$ cat src/rtl/ahb_sub_mem.sv
// AHB subordinate word memory with configurable wait states and two-cycle ERROR response.
// Storage is register-based so the whole array clears on reset.
module ahb_sub_mem #(
  parameter int          MEM_DEPTH   = 16,
  parameter logic [31:0] BASE_ADDR   = 32'h0000_0000,
  parameter int          WAIT_STATES = 1
) (
  input  logic        HCLK,
  input  logic        HRESETn,
  input  logic        HSEL,
  input  logic [31:0] HADDR,
  input  logic [1:0]  HTRANS,
  input  logic        HWRITE,
  input  logic [2:0]  HSIZE,
  input  logic [2:0]  HBURST,
  input  logic [31:0] HWDATA,
  input  logic        HREADY,
  output logic        HREADYOUT,
  output logic [1:0]  HRESP,
  output logic [31:0] HRDATA
);

  localparam int AW = $clog2(MEM_DEPTH);
  localparam logic [2:0] WS_LOAD = 3'((WAIT_STATES > 0) ? WAIT_STATES - 1 : 0);

  typedef enum logic [2:0] {S_IDLE, S_WAIT, S_DATA, S_ERR1, S_ERR2} state_t;

  state_t          state_reg, state_next;
  logic [2:0]      cnt_reg, cnt_next;
  logic [AW-1:0]   idx_reg, idx_next;
  logic            write_reg, write_next;
  logic [31:0]     mem_reg [MEM_DEPTH];

  logic            accept;
  logic            addr_err;
  logic            mem_we;
  logic            unused_hburst;

  // Each beat is decoded on its own, so the burst type carries no information here.
  assign unused_hburst = ^HBURST;

  // BASE_ADDR is aligned to the region size, so range is a compare of the upper bits.
  assign addr_err = (HADDR[31:AW+2] != BASE_ADDR[31:AW+2]) ||
                    (HSIZE != 3'b010) || (HADDR[1:0] != 2'b00);
  assign accept   = HSEL && HREADY && HTRANS[1] && HREADYOUT;
  assign mem_we   = (state_reg == S_DATA) && write_reg;

  always_comb begin
    state_next = state_reg;
    cnt_next   = cnt_reg;
    idx_next   = idx_reg;
    write_next = write_reg;
    HREADYOUT  = 1'b1;
    HRESP      = 2'b00;
    HRDATA     = 32'h0;
    case (state_reg)
      S_WAIT: begin
        HREADYOUT = 1'b0;
        if (cnt_reg == 3'd0) state_next = S_DATA;
        else                 cnt_next   = cnt_reg - 3'd1;
      end
      S_ERR1: begin
        HREADYOUT  = 1'b0;
        HRESP      = 2'b01;
        state_next = S_ERR2;
      end
      S_ERR2: begin
        HRESP      = 2'b01;
        state_next = S_IDLE;
      end
      S_DATA: begin
        if (!write_reg) HRDATA = mem_reg[idx_reg];
        state_next = S_IDLE;
      end
      default: state_next = S_IDLE;
    endcase
    // Accepting is only possible while ready, so this overrides the IDLE fall-back.
    if (accept) begin
      idx_next   = HADDR[AW+1:2];
      write_next = HWRITE;
      cnt_next   = WS_LOAD;
      if (addr_err)              state_next = S_ERR1;
      else if (WAIT_STATES == 0) state_next = S_DATA;
      else                       state_next = S_WAIT;
    end
  end

  always_ff @(posedge HCLK) begin
    if (!HRESETn) begin
      state_reg <= S_IDLE;
      cnt_reg   <= 3'd0;
      idx_reg   <= '0;
      write_reg <= 1'b0;
    end else begin
      state_reg <= state_next;
      cnt_reg   <= cnt_next;
      idx_reg   <= idx_next;
      write_reg <= write_next;
    end
  end

  always_ff @(posedge HCLK) begin
    if (!HRESETn) begin
      for (int i = 0; i < MEM_DEPTH; i++) mem_reg[i] <= 32'h0;
    end else if (mem_we) begin
      mem_reg[idx_reg] <= HWDATA;
    end
  end

endmodule

$ cat config.mk
export PLATFORM = sky130hd
export DESIGN_NAME = ahb_sub_mem
export DESIGN_NICKNAME = d
export VERILOG_FILES = /design/src/rtl/ahb_sub_mem.sv
export SDC_FILE = /design/constraint.sdc
export NUM_CORES = 1
export LEC_CHECK = 0
export ABC_AREA = 1
export CORE_ASPECT_RATIO = 0.9
export CORE_MARGIN = 10
export CORE_UTILIZATION = 50
export DETAILED_ROUTE_END_ITERATION = 7
export PLACE_DENSITY_LB_ADDON = 0.3
export SLEW_MARGIN = 20
export SYNTH_ARGS = -nofsm -noshare
export SYNTH_HDL_FRONTEND = slang
export SYNTH_SLANG_ARGS = --single-unit
$ cat constraint.sdc
create_clock -name HCLK -period 4.6 [get_ports HCLK]
set_input_delay 0.69 -clock HCLK [delete_from_list [all_inputs] [get_ports HCLK]]
set_output_delay 0.69 -clock HCLK [all_outputs]
set_load 0.02 [all_outputs]
## Yosys cells after proc, flatten, opt, wreduce, memory -nomap -nowiden

Memories as Yosys holds them, arrays and structs flattened. A register that Yosys moved wholly into a read port is not among the register bits.
Cells that the tools add are included.

- Flip-flop bits (word level): 11
- Bits in writable memories: 512
- Bits of input ports: 77
- Output and inout port bits: 35
- Memories kept: 1

Memory list:

| name | depth | bits a word | rd ports | clocked after Yosys merged registers in | wr ports | line | text |
|---|---|---|---|---|---|---|---|
| mem_reg | 16 | 32 | 1 | 1 | 16 | 32 | `logic [31:0] mem_reg [MEM_DEPTH];` |

- Add/subtract/negate cells: 1
- Equal/unequal tests: 6
- Muxes and demuxes: 17
- Bitwise gates (word level): 2
- Reduce and logical (&&, ||, !) cells: 14

Operators with widths:

| operator | count |
|---|---|
| two-way mux 32 bit | 3 |
| OR reduction 32 bit | 1 |
| nonzero test 26 bit | 1 |
| two-way mux 4 bit | 3 |
| two-way mux 1 bit | 7 |
| equality test 3 x 2 -> 1 bit (second input constant) | 2 |
| two-way mux 3 bit | 2 |
| case mux 3 bit (2 select lines) | 1 |
| OR reduction 2 bit | 3 |
| logical AND 1 bit | 4 |
| equality test 3 x 1 -> 1 bit (second input constant) | 1 |
| equality test 3 bit (second input constant) | 1 |
| zero test 3 bit | 1 |
| inequality test 3 x 2 -> 1 bit (second input constant) | 1 |
| inequality test 3 bit (second input constant) | 1 |
| subtractor 3 x 1 -> 3 bit (second input constant) | 1 |
| logical OR 1 bit | 2 |
| two-way mux 2 bit | 1 |
| NOT 1 bit | 2 |
| AND reduction 2 bit | 1 |
| nonzero test 2 bit | 1 |

## Depth between registers and ports, before layout

- Depth after elaboration: 7
- Depth in mapped cells: 12
- Gate-level depth less buffers: 9

## Least setup slack after synthesis

No wires, ideal clock.

- Kind: in2reg
- Start: input port HRESETn
- End: memory mem_reg[0][0], enable pin
- Library setup time: 0.389 ns
- Arrival: 2.133 ns
- Required time: 4.211 ns
- Slack: 2.078 ns
- Stages on the path: 5
- Buffers on the path: 1
- Cell sequence: nand3_1 -> nor3_2 -> nand2_1 -> buf_6 -> nand2_1

RTL lines:

| what | line | text |
|---|---|---|
| start: declaration | 9 | `input logic HRESETn,` |
| end: declaration | 32 |  |

==> impl_metrics.tcl <==
set metrics [dict create \
    grt_pass1_vias 18247 \
    io_pins 112 \
    syn_nets 2869 \
    crit_fanout 74 \
    antennaDiodeCount 0 \
    dp_hpwl_microns 37040 \
    wirelength_microns 64500 \
    syn_inst 2790 \
    ys_types 23 \
    ant_nets 0 \
    grt_use_total_pct 21.41 \
    core-area_sq_um 49420 \
    seq_area_frac_synth_pct 62.26 \
    top_layer "met4" \
    largest_register_ffs 512 \
    gp_congestion 0.8802 \
    max_cap_viol_count 0 \
    cts.sinks 527 \
    ys.warnings.count 0 \
    finClkSkew_ns 0.01316 \
    grt_antenna_before_repair 0 \
    worstSkewPairLatency_ns 0.59 \
    post-place-ws_ns 1.010 \
    post-route-drc-count 0 \
    tns_ns 0 \
    worst_setup_path_start_kind "flop" \
    setup.worst_path.class "reg2out" \
    port_buffers 106 \
    overflow 0 \
    fmax_ghz 0.2353 \
    fp.dieW_microns 256.5 \
    cts_tree "yes" \
    cts_max_path_buffers 3 \
    route.met2.wl_microns 31230 \
    post-route-period-util_pct 92.40 \
    dieArea_sq_um 59740 \
    status "complete, no violations" \
    start_util_pct 50.94 \
    finalSetupViolCount 0 \
    maxSlewHeadroom_pct 29.90 \
    dr.pass1.iters 5 \
    required_ns 3.91 \
    p_total_uw 10280 \
    postCtsSetupRepairBufs 0 \
    rsz0062_at_grt "false" \
    routed-wl-met3_microns 5954 \
    dr.first_iter.drc_count 1997 \
    finalHoldViolations 0 \
    post_cts_resized 0 \
    timing.final.crit_period_ns 4.250 \
    num-nets-final 2880 \
    rows 77 \
    holdBufCountCts 0 \
    worst_ep_arrival_time_ns 3.56 \
    via_per_inst 5.299 \
    place_inst 3419 \
    htreeDepth 2 \
    synth.avg_cell_area_sq_um 9.024 \
    crit_chain "buf_4, nor2_1, nor2_1, o21ai_0, nand2_1, nand2_1, nand2_1, nor2_1, nor2_1, clkdlybuf4s50_1" \
    holdCritPathClass "reg2reg" \
    whs_ns 0.4817 \
    worstMarginPinSlew_ns 1.051 \
    p_leak_uw 0.01190 \
    path_clk_slew_ns 0.06 \
    ir_drop_uv 285.2 \
    p_per_area_nw_per_um2 368.3 \
    cpMostUsedCell "nor2_1" \
    numCtsBuffers 51 \
    grt_pass1_wl_microns 100800 \
    setup_slack_ns 0.3496 \
    fp.dieH_microns 232.9 \
    wl_met1_microns 25580 \
    root_buffer "clkbuf_16" \
    syn_area_sq_um 25180 \
    crit_path_end_kind "primary output" \
    r2r_slack_ns 1.85 \
    wl_per_cell_microns 18.37 \
    area_growth_syn_to_layout_pct 10.89 \
    stdcell_count 3511 \
    critPathMaxStageDelay_ns 0.69 \
    vias 18604 \
    grt_max_degree 121 \
    crit_slowest_cell "clkdlybuf4s50_1" \
    final_max_slew_viol_count 0 \
    drive_above_1_share_pct 4.789 \
    synth-seq-cells 527 \
]
==> power breakdown <==
part / internal (uW) / leakage, uW / switching (uW)
Clock: 2200 / 0.000751 / 1770
Combinational: 252 / 0.00575 / 595
Sequential: 5410 / 0.00541 / 47.8
==> critical path, delay by kind of cell (launching register included) <==
| family | cells | cell delay (ns) |
|---|---|---|
| buffers and inverters | 2 | 1.36 |
| AO/OA/AOI/OAI | 1 | 0.10 |
| flip-flops | 1 | 0.60 |
| AND/OR/NAND/NOR | 7 | 0.89 |
==> through the flow <==
step | instance area, sq um | utilization (%)
2_1_floorplan | 25180 | -
3_3_place_gp | 26380 | 53.37
3_5_place_dp | 26380 | 53.37
4_1_cts | 27920 | 56.49
5_1_grt | 27920 | 56.49
6_report | 27920 | 56.49
==> placed cells by master, fill, tap and decap left out, drive strengths merged <==
cell type / synthesis / layout
clkdlybuf4s50: 0 / 106
nor2: 726 / 726
clkinv: 0 / 23
conb: 1 / 1
buf: 104 / 43
o21ai: 69 / 69
nor4: 1 / 1
a211oi: 2 / 2
clkinvlp: 0 / 2
ha: 2 / 2
a21oi: 7 / 7
edfxtp: 512 / 512
nand3: 165 / 165
inv: 332 / 332
nand4: 1 / 1
and2: 1 / 1
o211ai: 64 / 64
nor3: 5 / 5
dfxtp: 15 / 15
nand2: 696 / 696
clkbuf: 87 / 65
bufinv: 0 / 2
==> layer usage <==
metal  global-route usage, %  up-vias
met5                       0        -
met4                   7.500        0
met3                   3.798      128
met2                   36.48      805
met1                   27.21     8837
li1                        -     8834
==> cell families after synthesis <==
family / synth area share [%]
other: 0.01489
AOI/OAI and AO/OA: 3.479
adders and majority gates: 0.09937
DFF: 62.26
and+or+nand+nor: 24.73
buffers and inverters: 9.417
==> cells in the mapped netlist <==
| library cell | number | area share, % |
|---|---|---|
| nand2_1 | 696 | 10 |
| o211ai_1 | 64 | 1.9 |
| edfxtp_1 | 512 | 61 |
| ha_1 | 2 | 0.099 |
| buf_6 | 48 | 2.1 |
| nor4_1 | 1 | 0.025 |
| and2_1 | 1 | 0.025 |
| nor2_1 | 726 | 11 |
| clkbuf_1 | 87 | 1.3 |
| dfxtp_1 | 15 | 1.2 |
| buf_1 | 22 | 0.33 |
| nor3_2 | 4 | 0.16 |
| o21ai_0 | 69 | 1.4 |
| nand4_1 | 1 | 0.025 |
| a21oi_1 | 7 | 0.14 |
| inv_1 | 329 | 4.9 |
| buf_2 | 32 | 0.64 |
| nand3_1 | 165 | 3.3 |
| conb_1 | 1 | 0.015 |
| nor3_1 | 1 | 0.020 |
| inv_2 | 3 | 0.045 |
| a211oi_1 | 2 | 0.060 |
| buf_4 | 2 | 0.060 |
==> final timing paths <==
| path | start | endpoint | depth (start not counted) |
|---|---|---|---|
| worst max-delay path | flop | HRDATA[5] | 10 |
| worst min-delay path | cnt_reg[0] | cnt_reg[0] | 2 |
| worst max register to register | state_reg[1] | mem_reg[2][16] | 7 |
| worst min register to register | cnt_reg[0] | cnt_reg[0] | 2 |
==> cell type report <==
type	count	area (sq um)
clock buffers	65	1371
inverters	332	1256
clock inverters	27	171.4
multi-input cells	1740	7178
repair buffers	149	1421
fillers	4294	21500
well taps	671	839.6
flip-flops and latches	527	15680
No activity file was read; power rests on OpenSTA's default activity.
